--- src/rtl/serial_adder_pkg.sv ---
// rtl/serial_adder_pkg.sv - shared types and limits for the bit-serial adder controller
package serial_adder_pkg;

    typedef enum logic [1:0] {
        SA_IDLE  = 2'd0,
        SA_SHIFT = 2'd1,
        SA_DONE  = 2'd2
    } sa_state_t;

    localparam int SA_WIDTH_MAX = 32;

endpackage

--- src/rtl/serial_shift_reg.sv ---
// rtl/serial_shift_reg.sv - WIDTH-bit right-shift register, parallel load/out, serial in at MSB, serial out at LSB
//
// Ports:
//   clk, reset        rising-edge clock, synchronous active-low reset (clears contents)
//   i_load            parallel load of i_load_data (wins over i_shift)
//   i_load_data       parallel load value
//   i_shift           shift right one bit, i_serial entering at the MSB
//   i_serial          serial input bit
//   o_data            parallel contents
//   o_serial          LSB of the contents (the bit shifted out next)
module serial_shift_reg #(
    parameter int WIDTH = 8
) (
    input  logic             clk,
    input  logic             reset,
    input  logic             i_load,
    input  logic [WIDTH-1:0] i_load_data,
    input  logic             i_shift,
    input  logic             i_serial,
    output logic [WIDTH-1:0] o_data,
    output logic             o_serial
);

    logic [WIDTH-1:0] r_data;
    logic [WIDTH-1:0] w_shifted;

    generate
        if (WIDTH == 1) begin : g_one
            assign w_shifted = i_serial;
        end else begin : g_many
            assign w_shifted = {i_serial, r_data[WIDTH-1:1]};
        end
    endgenerate

    always_ff @(posedge clk) begin
        if (!reset) begin
            r_data <= '0;
        end else if (i_load) begin
            r_data <= i_load_data;
        end else if (i_shift) begin
            r_data <= w_shifted;
        end
    end

    assign o_data   = r_data;
    assign o_serial = r_data[0];

endmodule

--- src/rtl/serial_adder_ctrl.sv ---
// rtl/serial_adder_ctrl.sv - bit-serial addition controller driving an external single-bit full adder
//
// Optional build macro: SERIAL_ADDER_OV_EN (adds the registered signed-overflow flag; ov is 0 otherwise)
//
// Ports:
//   clk, reset                 rising-edge clock, synchronous active-low reset
//   in_valid/in_ready          operand handshake; op_a, op_b, carry_in sampled on accept
//   fa_a0, fa_a1, fa_c0        to the full adder: current A bit, current B bit, registered carry
//   fa_s, fa_c1                from the full adder: sum bit and carry bit (same cycle)
//   out_valid/out_ready        result handshake; sum, carry_out, ov held while out_valid
//   busy                       operation in progress (SHIFT or DONE)
module serial_adder_ctrl
    import serial_adder_pkg::*;
#(
    parameter int WIDTH = 8
) (
    input  logic             clk,
    input  logic             reset,
    input  logic             in_valid,
    output logic             in_ready,
    input  logic [WIDTH-1:0] op_a,
    input  logic [WIDTH-1:0] op_b,
    input  logic             carry_in,
    output logic             fa_a0,
    output logic             fa_a1,
    output logic             fa_c0,
    input  logic             fa_s,
    input  logic             fa_c1,
    output logic             out_valid,
    input  logic             out_ready,
    output logic [WIDTH-1:0] sum,
    output logic             carry_out,
    output logic             ov,
    output logic             busy
);

    localparam int CNT_W = $clog2(WIDTH + 1);

    generate
        if (WIDTH < 1 || WIDTH > SA_WIDTH_MAX) begin : g_bad_width
            $error("serial_adder_ctrl: WIDTH out of range");
        end
    endgenerate

    sa_state_t        r_state;
    sa_state_t        w_state_next;
    logic [CNT_W-1:0] r_cnt;
    logic             r_carry;
    logic [WIDTH-1:0] r_sum;
    logic             r_carry_out;

    logic             w_load;
    logic             w_shift;
    logic             w_last;
    logic             w_a_bit;
    logic             w_b_bit;
    logic [WIDTH-1:0] w_a_data;
    logic [WIDTH-1:0] w_b_data;
    logic [WIDTH-1:0] w_sum_data;
    logic             w_sum_lsb;
    logic [WIDTH-1:0] w_sum_next;
    logic             w_unused;

    // ------------------------------------------------------------------
    // Operand and sum shift registers
    // ------------------------------------------------------------------
    serial_shift_reg #(.WIDTH(WIDTH)) u_a_sr (
        .clk         (clk),
        .reset       (reset),
        .i_load      (w_load),
        .i_load_data (op_a),
        .i_shift     (w_shift),
        .i_serial    (1'b0),
        .o_data      (w_a_data),
        .o_serial    (w_a_bit)
    );

    serial_shift_reg #(.WIDTH(WIDTH)) u_b_sr (
        .clk         (clk),
        .reset       (reset),
        .i_load      (w_load),
        .i_load_data (op_b),
        .i_shift     (w_shift),
        .i_serial    (1'b0),
        .o_data      (w_b_data),
        .o_serial    (w_b_bit)
    );

    // Cleared at the start of each operation so no stale bits survive.
    serial_shift_reg #(.WIDTH(WIDTH)) u_sum_sr (
        .clk         (clk),
        .reset       (reset),
        .i_load      (w_load),
        .i_load_data ('0),
        .i_shift     (w_shift),
        .i_serial    (fa_s),
        .o_data      (w_sum_data),
        .o_serial    (w_sum_lsb)
    );

    // The sum shift register only completes on the same edge that enters
    // DONE, so the result register captures its next value directly.
    generate
        if (WIDTH == 1) begin : g_sum_one
            assign w_sum_next = fa_s;
        end else begin : g_sum_many
            assign w_sum_next = {fa_s, w_sum_data[WIDTH-1:1]};
        end
    endgenerate

    // Parallel views of A/B and the sum LSB are not needed by the controller.
    assign w_unused = ^{w_a_data, w_b_data, w_sum_data[0], w_sum_lsb};

    // ------------------------------------------------------------------
    // FSM
    // ------------------------------------------------------------------
    assign w_last = (r_cnt == CNT_W'(WIDTH - 1));

    always_ff @(posedge clk) begin
        if (!reset) begin
            r_state <= SA_IDLE;
        end else begin
            r_state <= w_state_next;
        end
    end

    always_comb begin
        w_state_next = r_state;
        w_load       = 1'b0;
        w_shift      = 1'b0;
        case (r_state)
            SA_IDLE: begin
                if (in_valid) begin
                    w_load       = 1'b1;
                    w_state_next = SA_SHIFT;
                end
            end
            SA_SHIFT: begin
                w_shift = 1'b1;
                if (w_last) begin
                    w_state_next = SA_DONE;
                end
            end
            SA_DONE: begin
                if (out_ready) begin
                    w_state_next = SA_IDLE;
                end
            end
            default: begin
                w_state_next = SA_IDLE;
            end
        endcase
    end

    // ------------------------------------------------------------------
    // Datapath registers
    // ------------------------------------------------------------------
    always_ff @(posedge clk) begin
        if (!reset) begin
            r_cnt       <= '0;
            r_carry     <= 1'b0;
            r_sum       <= '0;
            r_carry_out <= 1'b0;
        end else if (w_load) begin
            r_cnt   <= '0;
            r_carry <= carry_in;
        end else if (w_shift) begin
            r_cnt   <= r_cnt + CNT_W'(1);
            r_carry <= fa_c1;
            if (w_last) begin
                r_sum       <= w_sum_next;
                r_carry_out <= fa_c1;
            end
        end
    end

`ifdef SERIAL_ADDER_OV_EN
    logic r_ov;

    // Signed overflow: carry into the MSB differs from carry out of it.
    always_ff @(posedge clk) begin
        if (!reset) begin
            r_ov <= 1'b0;
        end else if (w_shift && w_last) begin
            r_ov <= r_carry ^ fa_c1;
        end
    end

    assign ov = r_ov;
`else
    assign ov = 1'b0;
`endif

    // ------------------------------------------------------------------
    // Outputs
    // ------------------------------------------------------------------
    assign in_ready  = (r_state == SA_IDLE);
    assign out_valid = (r_state == SA_DONE);
    assign busy      = (r_state == SA_SHIFT) || (r_state == SA_DONE);
    assign fa_a0     = (r_state == SA_SHIFT) && w_a_bit;
    assign fa_a1     = (r_state == SA_SHIFT) && w_b_bit;
    assign fa_c0     = (r_state == SA_SHIFT) && r_carry;
    assign sum       = r_sum;
    assign carry_out = r_carry_out;

endmodule

--- config.mk ---
export PLATFORM = sky130hd
export DESIGN_NAME = serial_adder_ctrl
export DESIGN_NICKNAME = d
export VERILOG_FILES = /design/src/rtl/serial_adder_pkg.sv /design/src/rtl/serial_shift_reg.sv /design/src/rtl/serial_adder_ctrl.sv
export SDC_FILE = /design/constraint.sdc
export NUM_CORES = 1
export LEC_CHECK = 0
export CORE_UTILIZATION = 52
export DETAILED_ROUTE_END_ITERATION = 7
export HOLD_SLACK_MARGIN = 0.02
export PLACE_DENSITY = 0.88
export SLEW_MARGIN = 20
export SYNTH_ARGS = -nofsm -noshare
export SYNTH_HDL_FRONTEND = slang
export SYNTH_HIERARCHICAL = 1
export SYNTH_SLANG_ARGS = --single-unit
--- constraint.sdc ---
create_clock -name clk -period 1.8 [get_ports clk]
set_input_delay 0.27 -clock clk [delete_from_list [all_inputs] [get_ports clk]]
set_output_delay 0.27 -clock clk [all_outputs]
set_load 0.02 [all_outputs]
==> impl_metrics.yaml, run 1 <==
synth:
  synthesis.instances: 187
  netlist_area_sq_um: 2010
  yosys_warnings: 6
  avgSynthCellArea_sq_um: 10.8
grt:
  antenna_found_initial: 0
  gr-total-overflow: 0
  grtUsageTotal: 0.201
  grt_max_degree: 29
  first_global_vias: 1470
  grt_pass1_wl_microns: 6400
cts:
  numCtsBuffers: 5
  cts_tree: "done"
  path_clk_slew_ps: 70
  h-tree-depth: 2
  cts_sinks: 39
  cts_hold_buf: 0
  root_buffer: "clkbuf_8"
  clock_latency_ps: 280
  cts.path.max_buffers: 2
placement:
  dpl.cell_count: 276
  dp_slack_ps: 123
  place_congestion: 0.751
  placement.io_buffers: 37
  post-dp-hpwl_microns: 2570
final_layout:
  drive_gt1_frac: 0.169
  nets: 264
  n_antenna_cell: 0
  final_common_cell: "dfxtp_1"
  fin_util: 0.700
  final_cell_mix: "39 x dfxtp_1, 31 x clkdlybuf4s50_1, 26 x nand2_1"
  stdcell_count: 284
  area_growth_syn_to_layout_pct: 28.3
floorplan:
  design.core.area_sq_um: 3690
  num_rows: 22
  io-pin-count: 39
  die_h_microns: 64.2
  die_area_sq_um: 4120
  initial_core_util: 0.546
  die_width_microns: 64.2
sta:
  hold_violations: 0
  setup_tns_ps: 0
  slew_violations: 0
  min_period_ps: 1710
  finalSetupViolCount: 0
  worst_clock_skew_ps: 2.28
  fin_crit_sh: 0.948
  layout_setup_ws_ps: 93.2
  fmax_mhz: 586
  rsz0062_at_grt: "no"
run:
  drv_cap: 0
worst_setup_path:
  worstSetupPathType: "reg -> out"
  timing.critical_path.from: "r_state[1]$_SDFFE_PN0P_"
  critPathArrivalTime_ps: 1440
  critPathRequiredTime_ps: 1530
  slowest_delay_ps: 330
  worstPathCellList: "inv_1, ha_2, and2_1, dlygate4sd2_1"
  r2r_start: "r_state[1]$_SDFFE_PN0P_"
  critPathSlowestCell: "dfxtp_1"
  setup.worst_path.end_class: "output pin"
  startpoint_type: "flip-flop"
  crit_fanout: 6
  r2r_slack_ps: 120
routing:
  vias: 1448
  drt-total-wl_microns: 3750
  postRouteAntennaNets: 0
  drt_iter0_drc: 72
  drtPass1Iterations: 4
  via_per_inst: 5.10
  drc: 0
  wl_per_cell_microns: 13.2
worst_hold_path:
  hp-start: "sum[2]$_SDFFE_PN0P_"
  hold_class: "reg -> reg"
pwr:
  power_density_nw_per_um2: 1210
  peakVddDrop_mv: 0.935
  power.leakage_nw: 1.28
status:
  status: "finished clean"
-- layer usage --
layer,track usage,vias to the layer above,wire length (microns),share of wire
li1,-,728,-,-
met1,0.240,688,1700,0.45
met2,0.351,30,1850,0.49
met3,0.0554,2,174,0.046
met4,0.0583,0,17,0.0045
met5,0,-,0,0
-- where the power goes --
part           switching, W  internal, W
clock network      0.000282     0.000300
logic              0.000543     0.000810
registers          0.000125      0.00106
total              0.000950      0.00217
-- final cells by class --
| type | count | area (sq um) |
|---|---|---|
| clock buffers | 6 | 82.6 |
| well taps | 48 | 60.1 |
| inverters | 5 | 18.8 |
| multi-input cells | 139 | 1170 |
| repair buffers | 46 | 468 |
| flip-flops and latches | 39 | 781 |
| clock inverters | 1 | 5.00 |
| fillers | 285 | 1100 |
-- metrics by stage --
step / cell area [sq um] / power [W] / hold WS (ps)
after floorplan: 2050 / 0.00225 / 415
after detailed placement: 2500 / 0.00259 / 469
final: 2580 / 0.00312 / 478
after global routing: 2580 / 0.00332 / 496
after global placement: 2500 / 0.00254 / 448
after CTS: 2580 / 0.00315 / 483
-- state kept, by name (all words and copies together) (netlist names) --
signal / cells
r_state: 2
u_a_sr/o_data: 8
carry_out: 1
u_b_sr/o_data: 8
r_carry: 1
sum: 8
r_cnt: 4
u_sum_sr/o_data: 7
-- repair_timing --
| action | CTS | global route |
|---|---|---|
| hold endpoints to repair | 0 | 0 |
| setup endpoints to repair | 6 | 1 |
| buffers inserted | 0 | 1 |
| pin swaps | 0 | 1 |
| resized for setup | 6 | 0 |
-- worst paths after layout --
| path | endpoint | cells past startpoint |
|---|---|---|
| min reg2reg | sum[2]$_SDFFE_PN0P_ | 2 |
| max | fa_a1 | 4 |
| min | sum[2]$_SDFFE_PN0P_ | 2 |
| max reg2reg | sum[1]$_SDFFE_PN0P_ | 6 |
-- critical path: cells and delay by family (launching register included) --
kind	cells	cell delay, ps
simple gates	1	150
fa+ha+maj	1	240
buf+inv	2	430
flops	1	330
Power figures use the tool's default switching activity.
==> run 2, diff against run 1 <==
SETUP_SLACK_MARGIN = 0.05   (was not set)
==> run 2 against run 1 <==
  * Die area unchanged
  * Global-route usage unchanged
  * Via count down 1.0%
  * Core utilization down 0.14 points
  * Critical path depth unchanged
  * Sequential power about the same
  * Clock power about the same
  * Clock-buffer cell count unchanged
  * Highest routed layer unchanged
  * Final cell count unchanged
==> impl_metrics.yaml, run 2 (same netlist as run 1, synthesis figures left out) <==
worst_setup_path:
  crit_fanout: 6
  critPathRequiredTime_ps: 1530
  critPathSlowestCell: "dfxtp_1"
  crit_buf_inv: 2
  critPathArrivalTime_ps: 1390
  setup.worst_path.end_class: "output pin"
  startpoint_type: "flip-flop"
  path_delay_family: "buffers and inverters"
  worstSetupPathType: "reg -> out"
  worstPathCellList: "inv_1, ha_2, and2_1, clkdlybuf4s15_1"
  slowest_delay_ps: 330
final_layout:
  area_growth_syn_to_layout_pct: 28.1
  final_cell_mix: "39 x dfxtp_1, 31 x clkdlybuf4s50_1, 26 x nand2_1"
  drive_gt1_frac: 0.182
  n_antenna_cell: 0
  nets: 264
  final_common_cell: "dfxtp_1"
  stdcell_count: 284
pwr:
  peakVddDrop_mv: 0.931
  power.leakage_nw: 1.27
  power_w: 0.00312
  power_density_nw_per_um2: 1210
floorplan:
  num_rows: 22
  initial_core_util: 0.546
  design.core.area_sq_um: 3690
  die_width_microns: 64.2
  io-pin-count: 39
  die_area_sq_um: 4120
  die_h_microns: 64.2
routing:
  drc: 0
  drtPass1Iterations: 4
  drt_iter0_drc: 72
  drt-total-wl_microns: 3740
  via_per_inst: 5.05
  postRouteAntennaNets: 0
  vias: 1433
  wl_per_cell_microns: 13.2
cts:
  cts_hold_buf: 0
  clock_latency_ps: 280
  root_buffer: "clkbuf_8"
  cts_tree: "done"
  cts_sinks: 39
  path_clk_slew_ps: 70
  numCtsBuffers: 5
  h-tree-depth: 2
  cts.path.max_buffers: 2
placement:
  post-dp-hpwl_microns: 2570
  placement.io_buffers: 37
  place_congestion: 0.751
  dpl.cell_count: 276
sta:
  hold_violations: 0
  worst_clock_skew_ps: 2.27
  rsz0062_at_grt: "no"
  finalSetupViolCount: 0
  min_period_ps: 1660
  fmax_mhz: 604
  slew_violations: 0
  setup_tns_ps: 0
  fin_crit_sh: 0.920
grt:
  grt_max_degree: 29
  grtUsageTotal: 0.201
  first_global_vias: 1470
  antenna_found_initial: 0
  grt_pass1_wl_microns: 6400
  gr-total-overflow: 0
status:
  status: "finished clean"
run:
  drv_cap: 0
worst_hold_path:
  hold_class: "reg -> reg"
## run 2: cell types whose count changed in the layout (fill, tap and decap cells not counted), sizes merged
cell	previous run	this run
dlygate4sd2	6	3
clkbuf	6	8
clkdlybuf4s15	0	1
## run 2: report_power, final
part           total [W]  switching [W]  internal (W)
Sequential       0.00118       0.000125       0.00106
Combinational    0.00135       0.000542      0.000808
Clock           0.000582       0.000282      0.000300
Total            0.00312       0.000948       0.00217
## run 2: cell type report
| cell class | count | area [sq um] |
|---|---|---|
| multi-input cells | 139 | 1170 |
| clock buffers | 6 | 82.6 |
| clock inverters | 1 | 5.00 |
| flip-flops and latches | 39 | 781 |
| inverters | 5 | 18.8 |
| repair buffers | 46 | 462 |
| fillers | 284 | 1110 |
| well taps | 48 | 60.1 |
## run 2: timing repair
item | in CTS | in global routing
buffers inserted | 0 | 1
pin swaps | 0 | 2
endpoints found under the hold margin | 0 | 0
resized for setup | 6 | 6
setup endpoints to repair | 6 | 13
## run 2: final timing paths
kind | from | endpoint | slack, ps | cells past startpoint
min reg2reg | sum[2]$_SDFFE_PN0P_ | sum[2]$_SDFFE_PN0P_ | 480 | 2
max reg2reg | r_state[1]$_SDFFE_PN0P_ | sum[1]$_SDFFE_PN0P_ | 200 | 6
min | sum[2]$_SDFFE_PN0P_ | sum[2]$_SDFFE_PN0P_ | 480 | 2
max | r_state[1]$_SDFFE_PN0P_ | fa_c0 | 140 | 4
## run 2: stage by stage
stage                     hold WS, ps  utilization  cell area [sq um]  setup slack, ps
after global placement            448        0.677               2500              153
after floorplan                   415            -               2050             56.3
after global routing              496        0.699               2580             50.9
after CTS                         483        0.698               2580             82.9
after detailed placement          469        0.677               2500              123
final                             478        0.699               2580              143
## run 2: worst reg2reg max path, stage by stage, from the launching register on
cell      delay, ps
dfxtp_1         330
inv_1           100
ha_2            240
buf_4           230
and4b_2         370
nand2_1          90
a21boi_0        160
## run 2: metal layers
metal	share of wire	up-vias	wire length (microns)	track usage
li1	-	728	-	-
met1	0.45	675	1700	0.240
met2	0.50	28	1850	0.351
met3	0.045	2	169	0.0554
met4	0.0045	0	17	0.0583
met5	0	-	0	0
==> run 3, diff against run 2 <==
GPL_TIMING_DRIVEN = 1   (was not set)
REMOVE_ABC_BUFFERS = 1   (was not set)
clock period = 1.9 ns   (was 1.8 ns; I/O delays follow)
==> run 3 against run 2 <==
  * First-iteration DRC count shrank 11%
  * Sequential power shrank 5%
  * Hold slack got worse by 20 ps
  * Clock skew up 7.8 ps
  * Clock power shrank 7.6%
  * Highest routed layer unchanged
==> impl_metrics.yaml, run 3 (same netlist as run 1, synthesis figures left out) <==
status:
  status: "finished clean"
grt:
  antenna_found_initial: 0
  first_global_vias: 1328
  grtUsageTotal: 0.185
  gr-total-overflow: 0
  grt_pass1_wl_microns: 5790
  grt_max_degree: 47
placement:
  placement.io_buffers: 37
  dp_slack_ps: 117
  place_congestion: 0.692
  post-dp-hpwl_microns: 2190
  dpl_cell_area_sq_um: 2460
worst_setup_path:
  crit_fanout: 8
  setup.worst_path.end_class: "output pin"
  timing.critical_path.from: "r_state[1]$_SDFFE_PN0P_"
  r2r_slack_ps: 270
  r2r_start: "r_state[1]$_SDFFE_PN0P_"
  worstRegToRegCells: 6
  endpoint: "fa_c0"
  critPathRequiredTime_ps: 1620
  worstSetupPathType: "reg -> out"
  worstReg2RegEnd: "sum[4]$_SDFFE_PN0P_"
  startpoint_type: "flip-flop"
  critPathArrivalTime_ps: 1420
floorplan:
  io-pin-count: 39
  num_rows: 22
  die_h_microns: 64.2
  initial_core_util: 0.546
  die_area_sq_um: 4120
  design.core.area_sq_um: 3690
  die_width_microns: 64.2
sta:
  hold_violations: 0
  fin_crit_sh: 0.895
  slew_violations: 0
  finalSetupViolCount: 0
  setup_tns_ps: 0
  fmax_mhz: 588
  layout_setup_ws_ps: 199
  min_period_ps: 1700
  hold_slack_ps: 457
  rsz0062_at_grt: "no"
  worst_clock_skew_ps: 10.1
cts:
  path_clk_slew_ps: 80
  cts_tree: "done"
  cts_hold_buf: 0
  root_buffer: "clkbuf_8"
  numCtsBuffers: 5
  h-tree-depth: 2
  cts_sinks: 39
  clock_latency_ps: 300
  cts.path.max_buffers: 2
routing:
  via_per_inst: 5.01
  postRouteAntennaNets: 0
  drc: 0
  drt-total-wl_microns: 3310
  drt_iter0_drc: 64
  drtPass1Iterations: 4
  vias: 1414
  wl_per_cell_microns: 11.7
pwr:
  power_density_nw_per_um2: 1130
  peakVddDrop_mv: 0.719
  power.leakage_nw: 1.28
final_layout:
  nets: 261
  fin_area_sq_um: 2560
  n_antenna_cell: 0
  final_cell_mix: "39 x dfxtp_1, 31 x clkdlybuf4s50_1, 26 x nand2_1"
  area_growth_syn_to_layout_pct: 27.2
  final_common_cell: "dfxtp_1"
  drive_gt1_frac: 0.158
worst_hold_path:
  hold_class: "reg -> reg"
  hp-start: "sum[5]$_SDFFE_PN0P_"
run:
  drv_cap: 0
==> run 3: metrics by stage <==
| stage | util | cells | total power (W) |
|---|---|---|---|
| 2_1_floorplan | - | 183 | 0.00207 |
| 3_3_place_gp | 0.667 | 273 | 0.00236 |
| 3_5_place_dp | 0.667 | 273 | 0.00239 |
| 4_1_cts | 0.691 | 281 | 0.00293 |
| 5_1_grt | 0.694 | 282 | 0.00308 |
| 6_report | 0.694 | 282 | 0.00291 |
==> run 3: worst max-delay path, stage by stage, from the launching register on <==
cell and delay, ps:
dfxtp_1 350, inv_1 100, ha_4 210, and2_1 160, dlygate4sd2_1 310
==> run 3: final cells by class <==
cell class / count / area (sq um)
Inverter: 5 / 18.8
Timing Repair Buffer: 43 / 440
Clock buffer: 7 / 76.3
Fill cell: 289 / 1130
Tap cell: 48 / 60.1
Clock inverter: 1 / 5.00
Multi-Input combinational cell: 139 / 1180
Sequential cell: 39 / 781
==> run 3: per-layer routing <==
metal  GRT usage  share of wire  vias up
met1       0.211           0.47      657
met2       0.310           0.47       27
met5           0              0        -
li1            -              -      725
met4       0.108          0.017        0
met3      0.0482          0.043        5
==> run 3: worst min-delay path by stage <==
stage / slack, ps / to / cells past startpoint
2_1_floorplan: 420 / r_carry$_SDFFE_PN0P_ / 1
3_3_place_gp: 440 / sum[5]$_SDFFE_PN0P_ / 2
3_5_place_dp: 450 / sum[5]$_SDFFE_PN0P_ / 2
4_1_cts: 460 / sum[5]$_SDFFE_PN0P_ / 2
5_1_grt: 500 / sum[3]$_SDFFE_PN0P_ / 2
6_report: 460 / sum[5]$_SDFFE_PN0P_ / 2
==> run 3: repair_timing <==
item,in CTS,in global routing
setup buffers,0,1
pin swaps,0,1
gates resized for setup,5,3
gates cloned,0,0
endpoints found under the setup margin,4,5
==> run 3: report_power, final <==
group	switching, W	internal (W)
sequential	0.000115	0.00100
clock	0.000281	0.000257
combinational	0.000500	0.000751
total	0.000896	0.00201
